<file path="src/rtl/decoder.sv">
// Registered 1-of-9 one-hot cell-enable decoder for the tic-tac-toe board.
// A combinational decode stage feeds a 10-bit register holding {invalid, en9..en1}.
module decoder (
    input  logic       clock,
    input  logic       reset,
    input  logic [8:0] sel,
    output logic       en1,
    output logic       en2,
    output logic       en3,
    output logic       en4,
    output logic       en5,
    output logic       en6,
    output logic       en7,
    output logic       en8,
    output logic       en9,
    output logic       invalid
);

    // Bit 9 is invalid, bits 8..0 are en9..en1.
    logic [9:0] dec_d;
    logic [9:0] dec_q;

    // The full 9-bit select is compared, so high bits never alias into a cell;
    // unknown selects fall through to the out-of-range default.
    always_comb begin
        dec_d = 10'b10_0000_0000;
        case (sel)
            9'd0:    dec_d = 10'b00_0000_0001;
            9'd1:    dec_d = 10'b00_0000_0010;
            9'd2:    dec_d = 10'b00_0000_0100;
            9'd3:    dec_d = 10'b00_0000_1000;
            9'd4:    dec_d = 10'b00_0001_0000;
            9'd5:    dec_d = 10'b00_0010_0000;
            9'd6:    dec_d = 10'b00_0100_0000;
            9'd7:    dec_d = 10'b00_1000_0000;
            9'd8:    dec_d = 10'b01_0000_0000;
            default: dec_d = 10'b10_0000_0000;
        endcase
    end

    always_ff @(posedge clock) begin
        if (reset) begin
            dec_q <= '0;
        end else begin
            dec_q <= dec_d;
        end
    end

    assign en1     = dec_q[0];
    assign en2     = dec_q[1];
    assign en3     = dec_q[2];
    assign en4     = dec_q[3];
    assign en5     = dec_q[4];
    assign en6     = dec_q[5];
    assign en7     = dec_q[6];
    assign en8     = dec_q[7];
    assign en9     = dec_q[8];
    assign invalid = dec_q[9];

endmodule

</file>
<file path="config.mk">
export PLATFORM = sky130hd
export DESIGN_NAME = decoder
export DESIGN_NICKNAME = d
export VERILOG_FILES = /design/src/rtl/decoder.sv
export SDC_FILE = /design/constraint.sdc
export NUM_CORES = 1
export LEC_CHECK = 0
export CORE_AREA = 2 2 39 41
export DETAILED_ROUTE_END_ITERATION = 16
export DIE_AREA = 0 0 41 43
export PLACE_DENSITY_LB_ADDON = 0.15
export SYNTH_ARGS = -nofsm -noshare
export SYNTH_HDL_FRONTEND = slang
export SYNTH_SLANG_ARGS = --single-unit
export TNS_END_PERCENT = 10
</file>
<file path="constraint.sdc">
create_clock -name clock -period 1.8 [get_ports clock]
set_input_delay 0.36 -clock clock [delete_from_list [all_inputs] [get_ports clock]]
set_output_delay 0.36 -clock clock [all_outputs]
set_load 0.01 [all_outputs]
</file>
==> flow_summary.toml <==
[timing]
finalSetupTns_ns = 0
max_freq_mhz = 659
rsz0062_at_grt = "no"
final_hold_viol_count = 0
drv_slew = 0
fin_crit_ns = 1.52
worstMarginPinSlew_ns = 0.326
fin_crit_sh_pct = 84.2
setup_violations = 0
slew_headroom_pct = 78.2

[cts]
clk_path_buf_depth = 2
tritoncts = "yes"
clk_pin_slew_ns = 0.06
cts.sinks = 10
root_buffer = "clkbuf_4"
cts_setup_buffers = 0
hold_buffers = 0
cts.htree.levels = 1
cts_made_buffers = 3
ctsResizeCount = 0

[setup_path]
startpoint = "sel[4]"
cp_data_required_time_ns = 1.94
cp-start-kind = "primary input"
crit_fanout = 10
slowest_delay_ns = 0.60
cp.arrival_ns = 1.66
end_kind = "flop"
path_class = "in2reg"
path_cells = "clkdlybuf4s50_1 > or4_4 > o31a_1"
cp_slowest_cell = "or4_4"

[synth]
synth-seq-area-share_pct = 56.5
synth_fp_nets = 43
yosysUniqueCellTypes = 12
synthCells = 32
synth_compound_area_share_pct = 4.95
ys_warn_count = 0
synth_top_family_by_area = "simple AND/OR/NAND/NOR gates"
synthAdderAreaFrac_pct = 0
synth-simple-area-share_pct = 33.2
synth-seq-cells = 10
synth_xor_area_share_pct = 0
synth.area.mux_share_pct = 0
avgSynthCellArea_um2 = 11.1
netlist_area_um2 = 354

[cells_and_area]
area_delta_synth_final_pct = 64.3
top_regs = "dec_q x10"
insertedDiodeCount = 0
top_register = "dec_q"
stdcell_count = 69
nets = 66
fillers = 140
largest_register_ff_count = 10
drive_gt1_share_pct = 13.2

[routing]
drc_errors = 0
wl_per_cell_um = 10.3
totalWireLength_um = 708
antenna_left = 0
drtPass1Iterations = 2
drt-initial-drc-count = 1
vias = 318
routed_via_density = 4.61

[pwr]
leakage_nw = 0.195
vdd_drop_max_mv = 0.222
power_density_nw_per_um2 = 706

[global_routing]
grt_pass1_wl_um = 1160
gr-total-overflow = 0
grt_pass1_vias = 299
grt_max_degree = 11
antenna_found_initial = 0
grt_usage_pct = 10.5

[floorplanning]
die_h_um = 43
start_util_pct = 25.6
dieArea_um2 = 1760
coreArea_um2 = 1380
floorplan.die.width_um = 41
ios = 21
row_count = 14

[status]
outcome = "finished, final reports clean"

[placed_design]
io_buffers = 20
gp_congestion = 0.770
placed_cells = 66
dpl.hpwl_um = 583

[hold_path]
hp-start = "sel[3]"
hp-class = "in2reg"

[flow_run]
cap_viol_max_count = 0
[worst max-delay path, delay by kind of cell]
kind	cells	cell delay [ns]
AND/OR/NAND/NOR	1	0.60
buffers and inverters	1	0.40
AO/OA/AOI/OAI	1	0.30
[layout make-up]
class                           instances  area [um2]  area share, %
Clock buffer                            3        22.5           3.87
Inverter                                1        3.75          0.645
Multi-Input combinational cell         19         135           23.2
Sequential cell                        10         200           34.4
Tap cell                               16        20.0           3.44
Timing Repair Buffer                   20         200           34.4
[logic make-up after synthesis]
family	after synthesis
AOI/OAI and AO/OA	2
buffers and inverters	3
DFF	10
and+or+nand+nor	17
[placed cells by master, fill, tap and decap left out]
master            n
or3b_2            2
dfxtp_1          10
clkdlybuf4s50_1  20
o31a_1            2
inv_1             1
clkbuf_4          3
or4_4             1
or3_1             1
nor4_1            9
or2_2             1
nand3b_1          1
nand2b_1          2
[path summary, 6_finish.rpt]
kind | endpoint | cells past startpoint
worst max-delay path | dec_q[9]$_SDFF_PP0_ | 3
worst min-delay path | dec_q[8]$_SDFF_PP0_ | 3
[synth_stat cells, drive strengths merged]
| cell type | n | share of area [%] |
|---|---|---|
| buf | 1 | 3.2 |
| clkbuf | 1 | 1.1 |
| dfxtp | 10 | 57 |
| inv | 1 | 1.1 |
| nand2b | 2 | 3.5 |
| nand3b | 1 | 2.1 |
| nor4 | 9 | 16 |
| o31a | 2 | 4.9 |
| or2 | 1 | 1.8 |
| or3 | 1 | 1.8 |
| or3b | 2 | 4.9 |
| or4 | 1 | 3.2 |
[per-stage QoR]
step / cell area, um2 / util, % / hold slack (ns) / setup WS, ns / power, mW
5_1_grt: 582 / 42.0 / 0.769 / 0.225 / 0.435
6_report: 582 / 42.0 / 0.715 / 0.284 / 0.411
3_3_place_gp: 559 / 40.4 / 0.987 / 0.0407 / 0.274
2_1_floorplan: 354 / - / 0.493 / 0.409 / 0.246
3_5_place_dp: 559 / 40.4 / 0.986 / 0.0183 / 0.276
4_1_cts: 582 / 42.0 / 0.716 / 0.286 / 0.415
[metal layers]
| layer | vias up | GRT usage [%] | part of all wire [%] |
|---|---|---|---|
| met3 | 0 | 4.71 | 12 |
| met4 | 0 | 8.00 | 0 |
| met2 | 18 | 15.0 | 45 |
| met1 | 135 | 11.4 | 42 |
| met5 | - | 0 | 0 |
| li1 | 165 | - | - |
[power breakdown]
| group | switching [mW] | internal [mW] |
|---|---|---|
| logic | 0.0187 | 0.0292 |
| clock network | 0.0632 | 0.0765 |
| registers | 0.000432 | 0.223 |
| total | 0.0824 | 0.329 |
(Power assumes the default switching activity.)
